`config.mk`:
```
export PLATFORM = sky130hd
export DESIGN_NAME = ser_input_ctrlr
export DESIGN_NICKNAME = d
export VERILOG_FILES = /design/src/rtl/ser_input_ctrlr.sv
export SDC_FILE = /design/constraint.sdc
export NUM_CORES = 1
export LEC_CHECK = 0
export ABC_CLOCK_PERIOD_IN_PS = 1400
export CORE_ASPECT_RATIO = 0.9
export CORE_MARGIN = 3
export CORE_UTILIZATION = 49
export DETAILED_ROUTE_END_ITERATION = 7
export GPL_TIMING_DRIVEN = 0
export PLACE_DENSITY = 0.8
export SETUP_SLACK_MARGIN = 0.2
export SYNTH_ARGS = -nofsm -noshare
export SYNTH_HDL_FRONTEND = slang
export SYNTH_SLANG_ARGS = --single-unit
```
`constraint.sdc`:
```
create_clock -name clk_div_4 -period 1.4 [get_ports clk_div_4]
set_input_delay 0.28 -clock clk_div_4 [delete_from_list [all_inputs] [get_ports clk_div_4]]
set_output_delay 0.28 -clock clk_div_4 [all_outputs]
set_load 0.03 [all_outputs]
```
`src/rtl/ser_input_ctrlr.sv`:
```
// ser_input_ctrlr: serial frame receiver (start 1, DATA_W bits MSB first, stop 0)
// Ports:
//   clk_div_4      sampling clock, one line bit per rising edge
//   reset_n        asynchronous active-low reset
//   ser_in         serial line, idle low
//   rx_enable      allows start detection; dropping it mid-frame aborts the frame
//   data_ack       consumer accepts the held word
//   clr_flags      clears the sticky error flags
//   data_in        last complete received word
//   valid_data_in  data_in holds an unacknowledged word
//   busy           frame reception in progress
//   frame_err      sticky, stop bit sampled as 1
//   overrun        sticky, good word dropped while the held word was unacknowledged
module ser_input_ctrlr #(
  parameter int DATA_W = 64
) (
  input  logic              clk_div_4,
  input  logic              reset_n,
  input  logic              ser_in,
  input  logic              rx_enable,
  input  logic              data_ack,
  input  logic              clr_flags,
  output logic [DATA_W-1:0] data_in,
  output logic              valid_data_in,
  output logic              busy,
  output logic              frame_err,
  output logic              overrun
);
  localparam int CW = (DATA_W > 1) ? $clog2(DATA_W) : 1;
  typedef enum logic [1:0] {IDLE, SHIFT, STOP} state_t;
  state_t state, state_n;
  logic [CW-1:0] cnt, cnt_n;
  logic [DATA_W-1:0] shift_reg, shift_n, data_n;
  logic valid_n, fe_n, ov_n;
  always_ff @(posedge clk_div_4 or negedge reset_n)
    if (!reset_n) begin
      state <= IDLE;
      cnt <= '0;
      shift_reg <= '0;
      data_in <= '0;
      valid_data_in <= 1'b0;
      busy <= 1'b0;
      frame_err <= 1'b0;
      overrun <= 1'b0;
    end else begin
      state <= state_n;
      cnt <= cnt_n;
      shift_reg <= shift_n;
      data_in <= data_n;
      valid_data_in <= valid_n;
      busy <= state_n != IDLE;
      frame_err <= fe_n;
      overrun <= ov_n;
    end
  // Flag sets below override the clr_flags defaults, so a same-cycle set wins.
  // A good-frame load overrides the ack default, keeping valid high on ack+load.
  always_comb begin
    state_n = state;
    cnt_n = cnt;
    shift_n = shift_reg;
    data_n = data_in;
    valid_n = valid_data_in & ~data_ack;
    fe_n = frame_err & ~clr_flags;
    ov_n = overrun & ~clr_flags;
    case (state)
      IDLE: begin
        state_n = (rx_enable && ser_in) ? SHIFT : IDLE;
        cnt_n = '0;
      end
      SHIFT: begin
        state_n = !rx_enable ? IDLE : (cnt == CW'(DATA_W - 1)) ? STOP : SHIFT;
        shift_n = {shift_reg[DATA_W-2:0], ser_in};
        cnt_n = cnt + 1'b1;
      end
      STOP: begin
        state_n = IDLE;
        if (rx_enable) begin
          if (ser_in) fe_n = 1'b1;
          else if (valid_data_in && !data_ack) ov_n = 1'b1;
          else begin
            data_n = shift_reg;
            valid_n = 1'b1;
          end
        end
      end
      default: state_n = IDLE;
    endcase
  end
endmodule

```
==> results of run 1 <==
routing by layer:
metal	track usage, %	vias up
li1	-	1856
met1	27.5	2109
met2	38.6	87
met3	5.52	35
met4	9.35	0
met5	0	-
path summary, 6_finish.rpt:
| check | from | to | cells past startpoint |
|---|---|---|---|
| min in group clk_div_4 | ser_in | shift_reg[0] | 3 |
| max in group asynchronous | reset_n | data_in[21] | 2 |
| worst min-delay path | reset_n | data_in[60] | 1 |
| worst max register to register | state[0] | data_in[45] | 6 |
| worst max-delay path | state[0] | data_in[45] | 6 |
| worst min register to register | shift_reg[63] | shift_reg[63] | 2 |
metrics by stage:
step                std cells  power, W  util (%)  instance area, um^2  hold slack (ps)
floorplan                 457   0.00458         -                 5690            -15.6
global placement          682   0.00475      59.9                 6610              460
detailed placement        683   0.00479      60.2                 6640              353
CTS                       784   0.00911      76.1                 8390            -90.0
global route              811   0.00958      81.7                 9020            -73.3
finish                    811   0.00928      81.7                 9020             -125
final cells by class:
cell class / count / area (um^2)
fillers: 549 / 2010
inverters: 3 / 11.3
plain buffers: 24 / 440
flip-flops and latches: 140 / 3500
multi-input cells: 290 / 2490
well taps: 152 / 190
repair buffers: 173 / 1860
clock inverters: 7 / 42.5
clock buffers: 22 / 484
cell usage in the layout (no fill, tap or decap), drive strengths merged, types with 2 or more instances in the layout:
cell type / netlist / layout
nand2: 200 / 200
clkinvlp: 0 / 3
o311ai: 2 / 2
clkdlybuf4s50: 0 / 3
buf: 17 / 184
dfrtp: 140 / 140
clkinv: 0 / 4
a22o: 2 / 2
nand2b: 2 / 2
inv: 3 / 3
mux2: 65 / 65
clkbuf: 7 / 31
nor2: 2 / 2
nand3: 5 / 5
kinds of logic after synthesis:
logic type / after synthesis / synth area share [%]
compound gates: 10 / 1.42
fa+ha+maj: 1 / 0.221
buf+inv: 27 / 4.23
flops: 140 / 62.0
mux: 65 / 16.9
simple gates: 214 / 15.2
synthesized netlist by cell type:
cell,n
a21boi_0,1
a22o_1,2
and3_1,1
buf_1,1
buf_12,7
buf_2,7
buf_6,2
clkbuf_1,7
dfrtp_1,140
ha_1,1
inv_1,3
mux2_2,5
mux2_4,60
nand2_1,200
nand2b_1,1
nand2b_4,1
nand3_1,5
nand4bb_4,1
nor2_1,2
nor2b_1,1
o211a_1,1
o211ai_1,1
o21ai_0,1
o22ai_1,1
o311ai_0,2
o32ai_1,1
or2b_2,1
or4_1,1
power groups by stage:
| stage | registers [W] | clock network (W) | logic, W |
|---|---|---|---|
| 2_1_floorplan | 0.00436 | 0 | 0.000220 |
| 3_3_place_gp | 0.00439 | 0 | 0.000361 |
| 3_5_place_dp | 0.00439 | 0 | 0.000393 |
| 4_1_cts | 0.00435 | 0.00408 | 0.000679 |
| 5_1_grt | 0.00440 | 0.00430 | 0.000876 |
| 6_report | 0.00438 | 0.00410 | 0.000809 |
repair_timing:
item                       in CTS  in global routing
hold endpoints to repair       76                 76
buffers inserted               59                 26
gates cloned                   13                  1
pin swaps                      85                 55
gates resized for setup       602                119
setup endpoints to repair     203                205
==> impl_metrics.json, run 1 <==
{
  "yosysWarningCount": 0,
  "clk_latency_ps": 420,
  "worst_slack_ps": -184,
  "top_layer_used": "met4",
  "relSlewSlack_pct": 52.1,
  "drcViolationCount": 0,
  "synth.distinct_cells": 28,
  "die-area_mm2": 0.0129,
  "grt_max_degree": 78,
  "worst_slew_pin_slew_ps": 718,
  "path_common_cell": "buf_12",
  "clkPwrFrac_pct": 44.1,
  "fp-row-count": 36,
  "drt-met1-wl_mm": 6.05,
  "worst_ep_arrival_time_ps": 1880,
  "wl_met2_mm": 7.78,
  "synth_top_area_cell": "dfrtp_1",
  "final_layout_size_suffix_gt1_share_pct": 64.3,
  "clkTransAtPathRegs_ps": 60,
  "path_class": "register to register",
  "start_kind": "register",
  "syn_inst": 457,
  "power_switching_w": 0.00227,
  "setup_viol": 123,
  "reg2reg_slack_ps": -180,
  "track_usage_pct": 22.6,
  "syn_nets": 464,
  "dieWidth_um": 119,
  "skew_ps": 9.42,
  "power_frac_seq_pct": 47.2,
  "drt_iter0_drc": 262,
  "via_count": 4087,
  "violations": "hold timing, setup timing",
  "cts_buffers": 17,
  "routed_wl_mm": 14.6,
  "place_congestion": 0.752,
  "synth_top_area_share_pct": 62.0,
  "p_leak_nw": 5.13,
  "grt_pass1_wl_mm": 22.4,
  "drv_slew": 0,
  "area_delta_synth_final_pct": 59.6,
  "comb_power_share_pct": 8.7,
  "crit_path_top_delay_cell": "dfrtp_1",
  "status": "finished with violations",
  "p_int_w": 0.00701,
  "p_sw_share_pct": 24.5,
  "cp_cell_sequence": "buf_6, nand4bb_4, nand2b_4, buf_12, buf_12, mux2_4",
  "worst_setup_path_end_kind": "register",
  "min-delay-path-class": "input pin to asynchronous set/reset pin",
  "setup_tns_ps": -16030,
  "start_util_pct": 51.2,
  "syn_area_mm2": 0.00565,
  "fp.dieH_um": 108,
  "clk_path_buf_depth": 2,
  "syn_avg_cell_area_um2": 12.4,
  "cts.sinks": 140,
  "first_pass_iters": 4,
  "wl_met3_um": 463,
  "fin_crit_ps": 1580,
  "fmax_ghz": 0.631,
  "cp.required_ps": 1700,
  "ant_nets": 0,
  "synthTopCellsByArea": "dfrtp_1 (62%), mux2_4 (16%), nand2_1 (13%), buf_12 (2.5%), mux2_2 (1.0%)",
  "path_delay_family": "buffers and inverters",
  "via_per_inst": 5.04,
  "synth-seq-cells": 140,
  "preCtsSetupSlack_ps": -562,
  "gr-total-overflow": 0,
  "maxCapViolations": 0,
  "ir_drop_uv": 793,
  "slowest_delay_ps": 370,
  "dp_hpwl_mm": 7.00,
  "cts_tree": "done",
  "powerDensity_mw_per_mm2": 1030,
  "layout.nets": 656,
  "grt_antenna_before_repair": 0,
  "io_pins": 74,
  "yosysSeqAreaShare_pct": 62.0,
  "antennaDiodeCount": 0,
  "htree_levels": 4,
  "rsz0062_at_grt": "yes",
  "final_hold_viol_count": 76,
  "cp_num_buf_inv": 3,
  "core_mm2": 0.0110,
  "fin_crit_sh_pct": 113,
  "routedWlPerCell_um": 18.0,
  "hold_ws_ps": -125,
  "root_buffer": "clkbuf_16",
  "grt_pass1_vias": 4330,
  "cp_max_fo": 10,
  "numPortBuffers": 73
}
(Power assumes the default switching activity.)
==> run 2: changes to the inputs <==
--- a/config.mk
+++ b/config.mk
@@ -10,9 +10,9 @@
 export CORE_MARGIN = 3
 export CORE_UTILIZATION = 49
 export DETAILED_ROUTE_END_ITERATION = 7
-export GPL_TIMING_DRIVEN = 0
 export PLACE_DENSITY = 0.8
 export SETUP_SLACK_MARGIN = 0.2
+export SLEW_MARGIN = 40
 export SYNTH_ARGS = -nofsm -noshare
 export SYNTH_HDL_FRONTEND = slang
 export SYNTH_SLANG_ARGS = --single-unit
==> run 2 against run 1 <==
The flow finishes with violations (setup timing). Sequential power up 0.9%. Combinational power up 19%. Sequential share of layout area down 0.51 points. First-iteration DRC count up 27%. Global-route usage up 3.1 points. Critical path depth down 2. Worst hold slack better by 430 ps. Sequential cell count unchanged. Via count up 8.4%. Core utilization up 1.1 points. Clock skew down 1.9 ps. Maximum frequency up 6.4%.
==> impl_metrics.json, run 2 (synthesis results as in run 1) <==
{
  "status": "finished with violations",
  "violations": "setup timing",
  "routed_wl_mm": 18.8,
  "worst_ep_arrival_time_ps": 1790,
  "fp.dieH_um": 108,
  "hold_ws_ps": 307,
  "track_usage_pct": 25.6,
  "stdcell_count": 804,
  "cp_max_fo": 26,
  "comb_power_share_pct": 9.9,
  "drcViolationCount": 0,
  "fillers": 502,
  "dpl.cell_count": 674,
  "path_class": "register to register",
  "slowest_delay_ps": 410,
  "power_switching_w": 0.00274,
  "worst_setup_path_end_kind": "register",
  "ir_drop_uv": 758,
  "clk_path_buf_depth": 2,
  "grt_antenna_before_repair": 0,
  "reg2reg_slack_ps": -90,
  "start_util_pct": 51.2,
  "grt_pass1_wl_mm": 24.8,
  "maxCapViolations": 0,
  "power_frac_seq_pct": 45.5,
  "mostFrequentLayoutCells": "dfrtp_1 (139), nand2_2 (91), buf_6 (79), buf_4 (70), mux2_4 (65)",
  "relSlewSlack_pct": 78.1,
  "rsz0062_at_grt": "yes",
  "via_count": 4430,
  "core_mm2": 0.0110,
  "crit_path_top_delay_cell": "dfrtp_1",
  "ant_nets": 0,
  "first_pass_iters": 4,
  "gr-total-overflow": 0,
  "cts.sinks": 140,
  "htree_levels": 4,
  "place_congestion": 0.735,
  "powerDensity_mw_per_mm2": 1060,
  "layout.nets": 646,
  "setup_viol": 82,
  "clkPwrFrac_pct": 44.7,
  "antennaDiodeCount": 0,
  "fp-row-count": 36,
  "fin_crit_sh_pct": 106,
  "worst_slew_pin_slew_ps": 328,
  "p_sw_share_pct": 28.2,
  "final_layout_size_suffix_gt1_share_pct": 67.5,
  "dp_hpwl_mm": 6.90,
  "fin_crit_ps": 1490,
  "cp_cell_sequence": "nand4bb_4, nand2b_4, buf_12, mux2_4",
  "skew_ps": 7.50,
  "dieWidth_um": 119,
  "setup_tns_ps": -3860,
  "min-delay-path-class": "input pin to asynchronous set/reset pin",
  "clkTransAtPathRegs_ps": 70,
  "worst_slack_ps": -89.0,
  "die-area_mm2": 0.0129,
  "grt_max_degree": 54,
  "cts_buffers": 17,
  "final_common_cell": "dfrtp_1",
  "fmax_ghz": 0.672,
  "final_hold_viol_count": 0,
  "grt_pass1_vias": 4539,
  "io_pins": 74,
  "root_buffer": "clkbuf_16",
  "via_per_inst": 5.51,
  "routedWlPerCell_um": 23.4,
  "p_leak_nw": 5.20,
  "numPortBuffers": 73,
  "cp.required_ps": 1710,
  "start_kind": "register",
  "cts_tree": "done",
  "drv_slew": 0,
  "finish.utilization_pct": 82.8,
  "p_int_w": 0.00699,
  "drt_iter0_drc": 333,
  "clk_latency_ps": 430,
  "area_delta_synth_final_pct": 61.7
}
run 2: cell types whose count changed in the layout (fill, tap and decap cells not counted), sizes merged:
cell and delta:
dlygate4sd2 -1, clkbuf -11, clkinvlp +1, inv +9, clkinv -3, clkdlybuf4s50 +1
dlygate4sd3 +1, buf -4
run 2: through the flow:
step	setup WS [ps]	total power, W	cell area, um^2
3_3_place_gp	-366	0.00476	6590
4_1_cts	-40.0	0.00934	8450
5_1_grt	-97.1	0.00998	9140
3_5_place_dp	-392	0.00478	6590
2_1_floorplan	-121	0.00458	5690
6_report	-89.0	0.00972	9140
run 2: final cells by class:
cell class / count / area [um^2] / area share, %
clock buffer: 18 / 429 / 4.69
tap: 152 / 190 / 2.08
multi-input combinational: 290 / 2640 / 28.9
sequential: 140 / 3500 / 38.3
clock inverter: 14 / 123 / 1.34
timing repair buffer: 187 / 2240 / 24.5
inverter: 3 / 11.3 / 0.123
run 2: repair_timing:
item,4_1_cts,5_1_grt
setup buffers,57,23
hold endpoints to repair,23,0
cloned,15,2
pin swaps,95,76
hold buffers,1,0
gates resized for setup,592,141
setup endpoints to repair,201,206
run 2: layer usage:
| metal | share of wire [%] | GRT usage, % | vias to the layer above |
|---|---|---|---|
| met4 | 4.6 | 11.6 | 0 |
| met1 | 36 | 28.7 | 2317 |
| li1 | - | - | 1854 |
| met5 | 0 | 0 | - |
| met2 | 54 | 46.9 | 196 |
| met3 | 5.2 | 5.62 | 63 |
run 2: final timing paths:
| kind | cells past startpoint | endpoint | start |
|---|---|---|---|
| worst max-delay path | 4 | data_in[55] | state[0] |
| worst min-delay path | 2 | shift_reg[60] | reset_n |
| worst max register to register | 4 | data_in[55] | state[0] |
| worst min register to register | 2 | shift_reg[63] | shift_reg[63] |
| max in group asynchronous | 3 | shift_reg[15] | reset_n |
| min in group clk_div_4 | 2 | shift_reg[63] | shift_reg[63] |
run 2: worst max-delay path: cells and delay by family (launching register included):
family                 cells  cell delay (ps)
and+or+nand+nor            2              420
DFF                        1              410
buffers and inverters      1              190
muxes                      1              330
run 2: power by group through the flow:
stage               Sequential, W  Combinational [W]  Clock (W)
floorplan                 0.00436           0.000220          0
global placement          0.00438           0.000377          0
detailed placement        0.00439           0.000392          0
CTS                       0.00435           0.000762    0.00422
global route              0.00443            0.00101    0.00454
finish                    0.00442           0.000959    0.00435
